`config.mk`:
```
export PLATFORM = sky130hd
export DESIGN_NAME = bus_arbiter
export DESIGN_NICKNAME = d
export VERILOG_FILES = /design/src/rtl/bus_arbiter_pkg.sv /design/src/rtl/bus_strobe_timer.sv /design/src/rtl/bus_arbiter.sv
export SDC_FILE = /design/constraint.sdc
export NUM_CORES = 1
export LEC_CHECK = 0
export CAP_MARGIN = 20
export CORE_AREA = 3 3 88 90
export DETAILED_ROUTE_END_ITERATION = 6
export DIE_AREA = 0 0 91 93
export GPL_TIMING_DRIVEN = 1
export PLACE_DENSITY_LB_ADDON = 0.25
export REMOVE_ABC_BUFFERS = 1
export SLEW_MARGIN = 40
export SYNTH_ARGS = -nofsm -noshare
export SYNTH_HDL_FRONTEND = slang
export SYNTH_SLANG_ARGS = --single-unit
```
`constraint.sdc`:
```
create_clock -name CLK -period 5.54 [get_ports CLK]
set_clock_uncertainty 0.15 [all_clocks]
set_input_delay 0.831 -clock CLK [delete_from_list [all_inputs] [get_ports CLK]]
set_output_delay 0.831 -clock CLK [all_outputs]
set_load 0.005 [all_outputs]
```
`src/rtl/bus_arbiter_pkg.sv`:
```
// rtl/bus_arbiter_pkg.sv - shared state/port encodings and helpers for the external bus arbiter
package bus_arbiter_pkg;

  // Access sequencer states, 2-bit encoding
  typedef enum logic [1:0] {
    ST_IDLE   = 2'd0,
    ST_SETUP  = 2'd1,
    ST_STROBE = 2'd2,
    ST_HOLD   = 2'd3
  } bus_state_e;

  // Requesting master identity
  typedef enum logic {
    PORT_A = 1'b0,
    PORT_B = 1'b1
  } bus_port_e;

  // Request fields latched at grant time and held for the whole access
  typedef struct packed {
    logic        wr;
    logic [1:0]  be;
    logic [15:0] addr;
    logic [15:0] wdata;
  } bus_req_t;

  localparam logic [15:0] BUS_WORD_RESET = 16'h0000;
  localparam int unsigned MAX_WAIT_STATES = 15;

  // Active-low byte write strobes {wrn1, wrn0}; a read never asserts them
  function automatic logic [1:0] write_strobes_n(input logic wr, input logic [1:0] be);
    return ~({2{wr}} & be);
  endfunction

endpackage

```
`src/rtl/bus_strobe_timer.sv`:
```
// rtl/bus_strobe_timer.sv - 4-bit loadable down-counter timing the STROBE phase
module bus_strobe_timer (
  input  logic       clk,
  input  logic       rst_n,
  input  logic       load,
  input  logic [3:0] load_value,
  output logic       done
);

  logic [3:0] count;

  // Load on request, otherwise count down and park at zero
  always_ff @(posedge clk or negedge rst_n) begin
    if (!rst_n) begin
      count <= 4'd0;
    end else if (load) begin
      count <= load_value;
    end else if (count != 4'd0) begin
      count <= count - 4'd1;
    end
  end

  assign done = (count == 4'd0);

endmodule

```
`src/rtl/bus_arbiter.sv`:
```
// rtl/bus_arbiter.sv - two-master external 16-bit bus arbiter/sequencer; optional BUS_ARB_ROUND_ROBIN_EN
module bus_arbiter #(
  parameter int unsigned WAIT_STATES = 1
) (
  input  logic        CLK,
  input  logic        RESETN,
  input  logic        A_REQ,
  input  logic        A_WR,
  input  logic [1:0]  A_BE,
  input  logic [15:0] A_ADDR,
  input  logic [15:0] A_WDATA,
  output logic        A_ACK,
  input  logic        B_REQ,
  input  logic        B_WR,
  input  logic [1:0]  B_BE,
  input  logic [15:0] B_ADDR,
  input  logic [15:0] B_WDATA,
  output logic        B_ACK,
  output logic [15:0] RDATA,
  output logic        B_OWNER,
  input  logic [15:0] DIN,
  output logic [15:0] ADDR_BUF,
  output logic [15:0] DOUT_BUF,
  output logic        RDN_BUF,
  output logic        WRN0_BUF,
  output logic        WRN1_BUF,
  output logic        ABUS_OEN,
  output logic        DBUS_OEN
);

  import bus_arbiter_pkg::*;

  localparam logic [3:0] STROBE_LOAD = 4'(WAIT_STATES);

  bus_state_e  state, state_nxt;
  bus_port_e   owner, owner_nxt;
  bus_port_e   winner;
  bus_req_t    lat, lat_nxt;
  bus_req_t    winner_req;

  logic [15:0] addr_nxt;
  logic [15:0] dout_nxt;
  logic [15:0] rdata_nxt;
  logic        rdn_nxt;
  logic [1:0]  wrn_nxt;
  logic        abus_oen_nxt;
  logic        dbus_oen_nxt;
  logic        b_owner_nxt;
  logic        a_ack_nxt;
  logic        b_ack_nxt;
  logic        timer_load;
  logic        timer_done;

  bus_strobe_timer u_timer (
    .clk        (CLK),
    .rst_n      (RESETN),
    .load       (timer_load),
    .load_value (STROBE_LOAD),
    .done       (timer_done)
  );

`ifdef BUS_ARB_ROUND_ROBIN_EN
  bus_port_e last_grant;

  // Tie goes to the port not granted last; a lone request always wins
  always_comb begin
    winner = PORT_A;
    if (A_REQ && B_REQ) begin
      winner = (last_grant == PORT_A) ? PORT_B : PORT_A;
    end else if (B_REQ) begin
      winner = PORT_B;
    end
  end

  // Remember who got the bus at each grant
  always_ff @(posedge CLK or negedge RESETN) begin
    if (!RESETN) begin
      last_grant <= PORT_A;
    end else if (state == ST_IDLE && (A_REQ || B_REQ)) begin
      last_grant <= winner;
    end
  end
`else
  // Fixed priority: the core never waits behind the DMA
  always_comb begin
    winner = PORT_A;
    if (!A_REQ && B_REQ) begin
      winner = PORT_B;
    end
  end
`endif

  // Request fields of whichever port wins this cycle
  always_comb begin
    winner_req = '0;
    if (winner == PORT_B) begin
      winner_req.wr    = B_WR;
      winner_req.be    = B_BE;
      winner_req.addr  = B_ADDR;
      winner_req.wdata = B_WDATA;
    end else begin
      winner_req.wr    = A_WR;
      winner_req.be    = A_BE;
      winner_req.addr  = A_ADDR;
      winner_req.wdata = A_WDATA;
    end
  end

  // Next state and next value of every registered output
  always_comb begin
    state_nxt    = state;
    owner_nxt    = owner;
    lat_nxt      = lat;
    addr_nxt     = ADDR_BUF;
    dout_nxt     = DOUT_BUF;
    rdata_nxt    = RDATA;
    rdn_nxt      = 1'b1;
    wrn_nxt      = 2'b11;
    abus_oen_nxt = ABUS_OEN;
    dbus_oen_nxt = DBUS_OEN;
    b_owner_nxt  = B_OWNER;
    a_ack_nxt    = 1'b0;
    b_ack_nxt    = 1'b0;
    timer_load   = 1'b0;

    case (state)
      ST_IDLE: begin
        abus_oen_nxt = 1'b1;
        dbus_oen_nxt = 1'b1;
        b_owner_nxt  = 1'b0;
        if (A_REQ || B_REQ) begin
          state_nxt    = ST_SETUP;
          owner_nxt    = winner;
          lat_nxt      = winner_req;
          abus_oen_nxt = 1'b0;
          addr_nxt     = winner_req.addr;
          dbus_oen_nxt = ~winner_req.wr;
          if (winner_req.wr) begin
            dout_nxt = winner_req.wdata;
          end
          b_owner_nxt  = (winner == PORT_B);
        end
      end

      ST_SETUP: begin
        state_nxt  = ST_STROBE;
        timer_load = 1'b1;
        rdn_nxt    = lat.wr;
        wrn_nxt    = write_strobes_n(lat.wr, lat.be);
      end

      ST_STROBE: begin
        if (timer_done) begin
          state_nxt = ST_HOLD;
          if (!lat.wr) begin
            rdata_nxt = DIN;
          end
          a_ack_nxt = (owner == PORT_A);
          b_ack_nxt = (owner == PORT_B);
        end else begin
          rdn_nxt = lat.wr;
          wrn_nxt = write_strobes_n(lat.wr, lat.be);
        end
      end

      ST_HOLD: begin
        state_nxt    = ST_IDLE;
        abus_oen_nxt = 1'b1;
        dbus_oen_nxt = 1'b1;
        b_owner_nxt  = 1'b0;
      end

      default: begin
        state_nxt = ST_IDLE;
      end
    endcase
  end

  // State register and registered pad/handshake outputs
  always_ff @(posedge CLK or negedge RESETN) begin
    if (!RESETN) begin
      state    <= ST_IDLE;
      owner    <= PORT_A;
      lat      <= '0;
      ADDR_BUF <= BUS_WORD_RESET;
      DOUT_BUF <= BUS_WORD_RESET;
      RDATA    <= BUS_WORD_RESET;
      RDN_BUF  <= 1'b1;
      WRN0_BUF <= 1'b1;
      WRN1_BUF <= 1'b1;
      ABUS_OEN <= 1'b1;
      DBUS_OEN <= 1'b1;
      B_OWNER  <= 1'b0;
      A_ACK    <= 1'b0;
      B_ACK    <= 1'b0;
    end else begin
      state    <= state_nxt;
      owner    <= owner_nxt;
      lat      <= lat_nxt;
      ADDR_BUF <= addr_nxt;
      DOUT_BUF <= dout_nxt;
      RDATA    <= rdata_nxt;
      RDN_BUF  <= rdn_nxt;
      WRN0_BUF <= wrn_nxt[0];
      WRN1_BUF <= wrn_nxt[1];
      ABUS_OEN <= abus_oen_nxt;
      DBUS_OEN <= dbus_oen_nxt;
      B_OWNER  <= b_owner_nxt;
      A_ACK    <= a_ack_nxt;
      B_ACK    <= b_ack_nxt;
    end
  end

endmodule

```
==> flow_metrics.env, run 1 <==
export IMPL_synthMuxAreaShare=0.2663
export IMPL_coreArea_mm2=0.007137
export IMPL_ys_seq_area_frac=0.5404
export IMPL_die_x_um=91
export IMPL_synth_cell_type_count=32
export IMPL_nets=475
export IMPL_synthSimpleGateAreaFrac=0.06485
export IMPL_cp_start_kind="input pin"
export IMPL_die_area_mm2=0.008463
export IMPL_wl_um=6922
export IMPL_cts_setup_buffers=0
export IMPL_place_ws_ns=2.148
export IMPL_arrival_ns=3.08
export IMPL_via_count=2259
export IMPL_antenna_found_initial=0
export IMPL_grt_use_total=0.1704
export IMPL_grt_start_max_net_pins=45
export IMPL_drive_gt1_frac=0.2005
export IMPL_powerDensity_mw_per_mm2=484.4
export IMPL_ff2ff_setup_slack_ns=3.33
export IMPL_p_leak_nw=2.134
export IMPL_tns_ns=0
export IMPL_regArea_mm2=0.001658
export IMPL_tightest_slew_ns=0.7730
export IMPL_cts_sinks=66
export IMPL_synth_top_area_cell="dfrtp_1"
export IMPL_layout_commonest_cell="clkdlybuf4s50_1"
export IMPL_synth_area_leaders="dfrtp_1 50%, mux2_2 9.9%, mux2_4 9.8%"
export IMPL_hold_path_class="input pin to async pin"
export IMPL_grt_pass1_wl_um=11270
export IMPL_final_cell_mix="144 x clkdlybuf4s50_1, 61 x dfrtp_1, 27 x mux2_2, 25 x nand2_1"
export IMPL_synth_xor_area_frac=0.002855
export IMPL_synth_seq_cells=66
export IMPL_die_h_um=93
export IMPL_r2r_end="DOUT_BUF[2]"
export IMPL_avgSynthCellArea_um2=13.34
export IMPL_yosysTopAreaCellShare=0.4976
export IMPL_multi_input_area_mm2=0.001323
export IMPL_core_rowCount=31
export IMPL_cts_tree="built"
export IMPL_synth_edf_count=0
export IMPL_fin_ws_ns=2.539
export IMPL_postSynthCellCount=230
export IMPL_synth_area_mm2=0.003068
export IMPL_fmax_mhz=333.2
export IMPL_cts_resized=0
export IMPL_endpoint_kind="flip-flop"
export IMPL_drv_cap=0
export IMPL_vdd_drop_max_mv=0.2095
export IMPL_hold_ws_ns=0.3102
export IMPL_initial_core_util=0.4299
export IMPL_antenna_left=0
export IMPL_period_share=0.5417
export IMPL_synthAdderAreaFrac=0.02447
export IMPL_pin_count=146
export IMPL_first_pass_iters=4
export IMPL_slew_violations=0
export IMPL_clk_path_buf_depth=2
export IMPL_hold_viol=0
export IMPL_yosys_warnings=0
export IMPL_synth_main_ff_cell="dfrtp_1"
export IMPL_gr_total_overflow=0
export IMPL_clk_latency_ns=0.33
export IMPL_area_growth_pct=57.01
export IMPL_r2r_cells=4
export IMPL_n_antenna_cell=0
export IMPL_synth_compound_area_frac=0.06811
export IMPL_synth_top_family_by_area="multiplexers"
export IMPL_ctsHtreeMaxLevel=3
export IMPL_hpwl_um=5305
export IMPL_rsz0062_at_grt="false"
export IMPL_drt_iter0_drc=69
export IMPL_path_clk_slew_ns=0.07
export IMPL_portBuffers=145
export IMPL_viasPerCell=4.677
export IMPL_timing_slew_headroom=0.4847
export IMPL_numCtsBuffers=9
export IMPL_clockRootBuffer="clkbuf_8"
export IMPL_nFillCells=573
export IMPL_gp_congestion=0.7501
export IMPL_status="completed"
export IMPL_power_w=0.002333
export IMPL_crit_path_max_fanout=26
export IMPL_synthArstFlopShare=1.000
export IMPL_drc_errors=0
export IMPL_min_period_ns=3.001
export IMPL_cp_required_ns=5.62
export IMPL_critPathKind="input pin to flip-flop"
export IMPL_ctsHoldBuffers=0
export IMPL_r2r_start="state[0]"
export IMPL_wire_per_inst_um=14.33
export IMPL_grt_pass1_vias=2390
export IMPL_finalSetupViolations=0
[power breakdown]
part	internal, W	switching, W	leakage (nW)
clock	0.000252	0.000185	0.105
combinational	0.000662	0.000368	1.24
sequential	0.000734	0.000132	0.790
[stage by stage]
stage / area (µm²) / instances / utilization
finish: 4817 / 483 / 0.6750
global route: 4817 / 483 / 0.6750
CTS: 4802 / 482 / 0.6729
detailed placement: 4584 / 466 / 0.6424
floorplan: 2985 / 220 / -
global placement: 4577 / 466 / 0.6413
[critical path, stage by stage]
cell,delay (ns)
clkdlybuf4s50_1,0.60
nand2b_2,0.68
buf_4,0.35
mux2_2,0.35
mux2_2,0.26
[layout make-up]
type / count / share of cell area
clock inverters: 7 / 0.01948
flip-flops and latches: 66 / 0.3442
repair buffers: 148 / 0.3065
inverters: 5 / 0.003896
well taps: 99 / 0.02571
clock buffers: 9 / 0.02571
multi-input cells: 149 / 0.2745
[cell usage after synthesis, types with 2 or more instances]
cell type  instances
a41oi_1            2
inv_1              5
a21oi_1            3
nor3_1             2
clkbuf_1           4
mux2_1             2
dfstp_2            5
mux2_2            27
ha_1               6
a21o_1             2
o21ai_0           20
mux2i_1           19
buf_6              6
dfrtp_1           61
nor2_1             6
nand2_1           25
mux2_4            20
[registers in the layout, indices dropped and copies added, names as in the netlist, 2 cells and up]
signal,cells
ADDR_BUF,16
state,2
lat,3
RDATA,16
u_timer.count,4
DOUT_BUF,16
[metal layers]
layer,wire length [µm],part of all wire,track usage,vias up
li1,-,-,-,1107
met1,2806,0.41,0.1996,1046
met2,3333,0.48,0.2771,96
met3,691,0.10,0.07723,10
met4,91,0.013,0.06030,0
met5,0,0,0,-
[worst max-delay path by stage]
stage                     startpoint          end  slack, ns  depth (start not counted)
after floorplan                A_REQ  DOUT_BUF[0]       2.56                          3
after global placement         A_REQ  DOUT_BUF[0]       2.26                          5
after detailed placement       A_REQ  DOUT_BUF[0]       2.15                          5
after CTS                      A_REQ  DOUT_BUF[0]       2.53                          5
after global routing           A_REQ  DOUT_BUF[0]       2.41                          5
final                          A_REQ  DOUT_BUF[0]       2.54                          5
[cells by family after synthesis]
kind of cell    after synthesis
mux                          68
compound gates               34
flops                        66
simple gates                 40
buf+inv                      15
fa+ha+maj                     6
xor+xnor                      1
(Power assumes the default switching activity.)
==> run 2: changes to the inputs <==
Settings changed: CORE_AREA 3 3 88 90 to 3 3 91 93, DIE_AREA 0 0 91 93 to 0 0 94 96.
Clock period 5.54 ns to 2.8 ns, I/O delays scaled along.
==> flow_metrics.env, run 2 (synthesis gave the netlist of run 1 again) <==
export IMPL_wire_per_inst_um=14.63
export IMPL_n_antenna_cell=0
export IMPL_tns_ns=0
export IMPL_area_growth_pct=59.05
export IMPL_layout_cells_non_filler=488
export IMPL_cp_start_kind="flip-flop"
export IMPL_initial_core_util=0.4033
export IMPL_dp_cells=471
export IMPL_p_leak_nw=2.169
export IMPL_nFillCells=614
export IMPL_portBuffers=145
export IMPL_regArea_mm2=0.001658
export IMPL_ctsHoldBuffers=1
export IMPL_die_x_um=94
export IMPL_grt_use_met1=0.1997
export IMPL_top_usage_layer="met2"
export IMPL_pin_count=146
export IMPL_first_pass_iters=4
export IMPL_gp_congestion=0.6927
export IMPL_antenna_found_initial=0
export IMPL_gr_total_overflow=0
export IMPL_min_period_ns=2.030
export IMPL_fmax_mhz=492.6
export IMPL_utilization=0.6414
export IMPL_finalSetupViolations=0
export IMPL_multi_input_area_mm2=0.001315
export IMPL_drc_errors=0
export IMPL_drive_gt1_frac=0.2021
export IMPL_grt_use_total=0.1644
export IMPL_clk_latency_ns=0.33
export IMPL_hpwl_um=5422
export IMPL_nets=477
export IMPL_reg_top3="ADDR_BUF x16, DOUT_BUF x16, RDATA x16"
export IMPL_rsz0062_at_grt="false"
export IMPL_hold_viol=0
export IMPL_critPathKind="flip-flop to flip-flop"
export IMPL_clockRootBuffer="clkbuf_8"
export IMPL_antenna_left=0
export IMPL_coreArea_mm2=0.007607
export IMPL_final_cell_mix="144 x clkdlybuf4s50_1, 61 x dfrtp_1, 27 x mux2_2, 25 x nand2_1"
export IMPL_slew_violations=0
export IMPL_numCtsBuffers=9
export IMPL_grtUsageMet3=0.06802
export IMPL_ctsHtreeMaxLevel=3
export IMPL_cts_tree="built"
export IMPL_drt_iter0_drc=41
export IMPL_layout_commonest_cell="clkdlybuf4s50_1"
export IMPL_path_clk_slew_ns=0.07
export IMPL_status="completed"
export IMPL_drv_cap=0
export IMPL_cts_setup_buffers=0
export IMPL_core_rowCount=32
export IMPL_via_count=2294
export IMPL_cts_sinks=66
export IMPL_cts_resized=0
export IMPL_wl_um=7140
export IMPL_crit_path_max_fanout=4
export IMPL_grt_start_max_net_pins=38
export IMPL_grt_pass1_vias=2460
export IMPL_hold_path_class="flip-flop to flip-flop"
export IMPL_die_area_mm2=0.009024
export IMPL_vdd_drop_max_mv=0.3988
export IMPL_endpoint_kind="flip-flop"
export IMPL_tightest_slew_ns=0.7106
export IMPL_arrival_ns=2.10
export IMPL_viasPerCell=4.701
export IMPL_clk_path_buf_depth=2
export IMPL_grt_pass1_wl_um=11410
export IMPL_timing_slew_headroom=0.5263
export IMPL_use_met2=0.2626
export IMPL_powerDensity_mw_per_mm2=971.0
export IMPL_period_share=0.7250
export IMPL_die_h_um=96
export IMPL_cp_required_ns=2.87
## run 2: layout make-up
type	instances	share of cell area
multi-input cells	149	0.2695
repair buffers	150	0.3097
well taps	102	0.02615
clock inverters	7	0.02564
flip-flops and latches	66	0.3397
clock buffers	9	0.02538
inverters	5	0.003846
## run 2: per-stage QoR
step | hold slack [ns] | setup WS, ns | area, µm² | total power, W
3_3_place_gp | 0.3108 | 0.5138 | 4621 | 0.003728
2_1_floorplan | -0.02559 | 0.2314 | 2985 | 0.002617
4_1_cts | 0.3288 | 0.7754 | 4880 | 0.004814
3_5_place_dp | 0.3109 | 0.4633 | 4621 | 0.003797
5_1_grt | 0.3527 | 0.6502 | 4880 | 0.005077
6_report | 0.3259 | 0.7700 | 4880 | 0.004738
## run 2: worst paths after layout
path | startpoint | slack, ns | cells past startpoint | endpoint
max | u_timer.count[0] | 0.77 | 5 | state[1]
min | lat[32] | 0.33 | 1 | WRN0_BUF
max reg2reg | u_timer.count[0] | 0.77 | 5 | state[1]
min reg2reg | lat[32] | 0.33 | 1 | WRN0_BUF
max in group asynchronous | RESETN | 1.27 | 3 | RDN_BUF
min in group asynchronous | RESETN | 0.53 | 2 | ADDR_BUF[1]
## run 2: per-layer routing
layer	vias up	share of wire
li1	1109	-
met1	1080	0.41
met2	99	0.48
met3	6	0.098
met4	0	0.011
met5	-	0
## run 2: critical path, stage by stage (launching register included)
cell     delay [ns]
dfrtp_1        0.39
inv_1          0.10
ha_1           0.20
or3b_1         0.42
a22oi_1        0.29
mux2_2         0.37
## run 2: power by group
group          internal [W]  leakage [nW]  switching [W]
Clock              0.000599         0.124       0.000392
Combinational       0.00130          1.25       0.000720
Sequential          0.00145         0.790       0.000272
Total               0.00336          2.17        0.00138
==> run 3: changes to the inputs <==
Clock period 2.8 ns to 1.91 ns, I/O delays scaled along.
==> flow_metrics.env, run 3 (synthesis gave the netlist of run 1 again) <==
export IMPL_gr_total_overflow=0
export IMPL_p_leak_nw=2.235
export IMPL_initial_core_util=0.4033
export IMPL_cp_start_kind="flip-flop"
export IMPL_area_growth_pct=63.87
export IMPL_wl_um=7534
export IMPL_arrival_ns=1.90
export IMPL_n_antenna_cell=0
export IMPL_crit_start="u_timer.count[1]"
export IMPL_crit_path_max_fanout=2
export IMPL_drc_errors=0
export IMPL_cp_top_family="simple AND/OR/NAND/NOR gates"
export IMPL_viasPerCell=4.772
export IMPL_die_x_um=94
export IMPL_period_share=0.9570
export IMPL_path_buf_inv=1
export IMPL_cp_slowest_stage_delay_ns=0.39
export IMPL_nets=493
export IMPL_drv_cap=0
export IMPL_first_pass_iters=4
export IMPL_ctsHtreeMaxLevel=3
export IMPL_multi_input_area_mm2=0.001354
export IMPL_status="completed"
export IMPL_grt_pass1_wl_um=11390
export IMPL_clockRootBuffer="clkbuf_8"
export IMPL_coreArea_mm2=0.007607
export IMPL_clk_latency_ns=0.33
export IMPL_cts_tree="built"
export IMPL_hold_viol=0
export IMPL_hold_path_class="flip-flop to flip-flop"
export IMPL_cp_required_ns=1.98
export IMPL_pin_count=146
export IMPL_power_w=0.007102
export IMPL_drive_gt1_frac=0.2413
export IMPL_portBuffers=145
export IMPL_cts_sinks=66
export IMPL_utilization=0.6609
export IMPL_grt_use_total=0.1644
export IMPL_grt_pass1_vias=2430
export IMPL_clk_path_buf_depth=2
export IMPL_drt_iter0_drc=72
export IMPL_endpoint_kind="flip-flop"
export IMPL_die_h_um=96
export IMPL_hpwl_um=5535
export IMPL_finalSetupViolations=0
export IMPL_critPathKind="flip-flop to flip-flop"
export IMPL_r2r_start="u_timer.count[1]"
export IMPL_via_count=2405
export IMPL_slew_violations=0
export IMPL_powerDensity_mw_per_mm2=1413
export IMPL_core_rowCount=32
export IMPL_grt_start_max_net_pins=67
export IMPL_regArea_mm2=0.001658
export IMPL_numCtsBuffers=9
export IMPL_tightest_slew_ns=0.4478
export IMPL_ff2ff_setup_slack_ns=0.08
export IMPL_hold_start="ADDR_BUF[13]"
export IMPL_fmax_mhz=547.1
export IMPL_wire_per_inst_um=14.95
export IMPL_cp_slowest_cell="or3b_4"
export IMPL_gp_congestion=0.7049
export IMPL_path_clk_slew_ns=0.08
export IMPL_layout_commonest_cell="clkdlybuf4s50_1"
export IMPL_die_area_mm2=0.009024
export IMPL_timing_slew_headroom=0.7008
export IMPL_antenna_found_initial=0
export IMPL_antenna_left=0
export IMPL_min_period_ns=1.828
export IMPL_vdd_drop_max_mv=0.5984
export IMPL_path_cells="inv_1 > ha_2 > or3b_4 > a22oi_2 > mux2_4"
export IMPL_reg_top3="ADDR_BUF x16, DOUT_BUF x16, RDATA x16"
export IMPL_nFillCells=592
export IMPL_final_cell_mix="144 x clkdlybuf4s50_1, 61 x dfrtp_1, 26 x mux2_2, 25 x nand2_1, 21 x mux2_4"
## run 3: changes by cell type in the layout (fill, tap and decap cells not counted), sizes merged
cell      before  now
clkinvlp       0    2
buf            5   20
bufinv         3    2
inv            6    5
nand3          1    2
clkinv         3    2
clkbuf         9   10
## run 3: worst register-to-register path, stage by stage, from the launching register on
cell	delay, ns
dfrtp_1	0.38
inv_1	0.08
ha_2	0.19
or3b_4	0.39
a22oi_2	0.22
mux2_4	0.32
## run 3: metrics by stage
stage	TNS, ns	std cells	area, µm²	setup slack (ns)	hold slack [ns]
6_report	0	504	5027	0.08204	0.3317
5_1_grt	-0.07948	504	5027	-0.04261	0.3496
4_1_cts	0	501	4979	0.02165	0.3234
3_5_place_dp	-2.042	484	4743	-0.1366	0.1816
3_3_place_gp	-1.375	484	4743	-0.1078	0.1816
2_1_floorplan	-12.47	220	2985	-0.5251	-0.1591
## run 3: what timing repair did
| item | in CTS | in global routing |
|---|---|---|
| endpoints found under the hold margin | 61 | 0 |
| cloned | 0 | 1 |
| setup buffers | 0 | 2 |
| gates resized for setup | 1 | 5 |
| endpoints found under the setup margin | 1 | 17 |
| pin swaps | 0 | 2 |
| hold buffers | 1 | 0 |
## run 3: path summary, 6_finish.rpt
kind,end,cells after the start
setup / recovery,state[1],5
hold / removal,ADDR_BUF[13],2
setup reg to reg,state[1],5
hold reg to reg,ADDR_BUF[13],2
max in group asynchronous,DBUS_OEN,3
min in group asynchronous,u_timer.count[2],3
## run 3: layout make-up
| type | count | share of cell area |
|---|---|---|
| Multi-Input combinational cell | 150 | 0.2693 |
| Tap cell | 102 | 0.02539 |
| Clock buffer | 10 | 0.02539 |
| Sequential cell | 66 | 0.3298 |
| Clock inverter | 6 | 0.01842 |
| Inverter | 5 | 0.003733 |
| Timing Repair Buffer | 165 | 0.3280 |
## run 3: metal layers
layer	part of all wire	GRT usage	vias to the layer above
met5	0	0	-
met1	0.41	0.1997	1146
li1	-	-	1148
met3	0.089	0.06099	7
met4	0.0085	0.05776	0
met2	0.50	0.2697	104
## run 3: power breakdown
part	internal [W]	total [W]	leakage [nW]	switching [W]
sequential	0.00213	0.00253	0.790	0.000398
clock	0.000740	0.00130	0.103	0.000556
combinational	0.00211	0.00328	1.34	0.00117
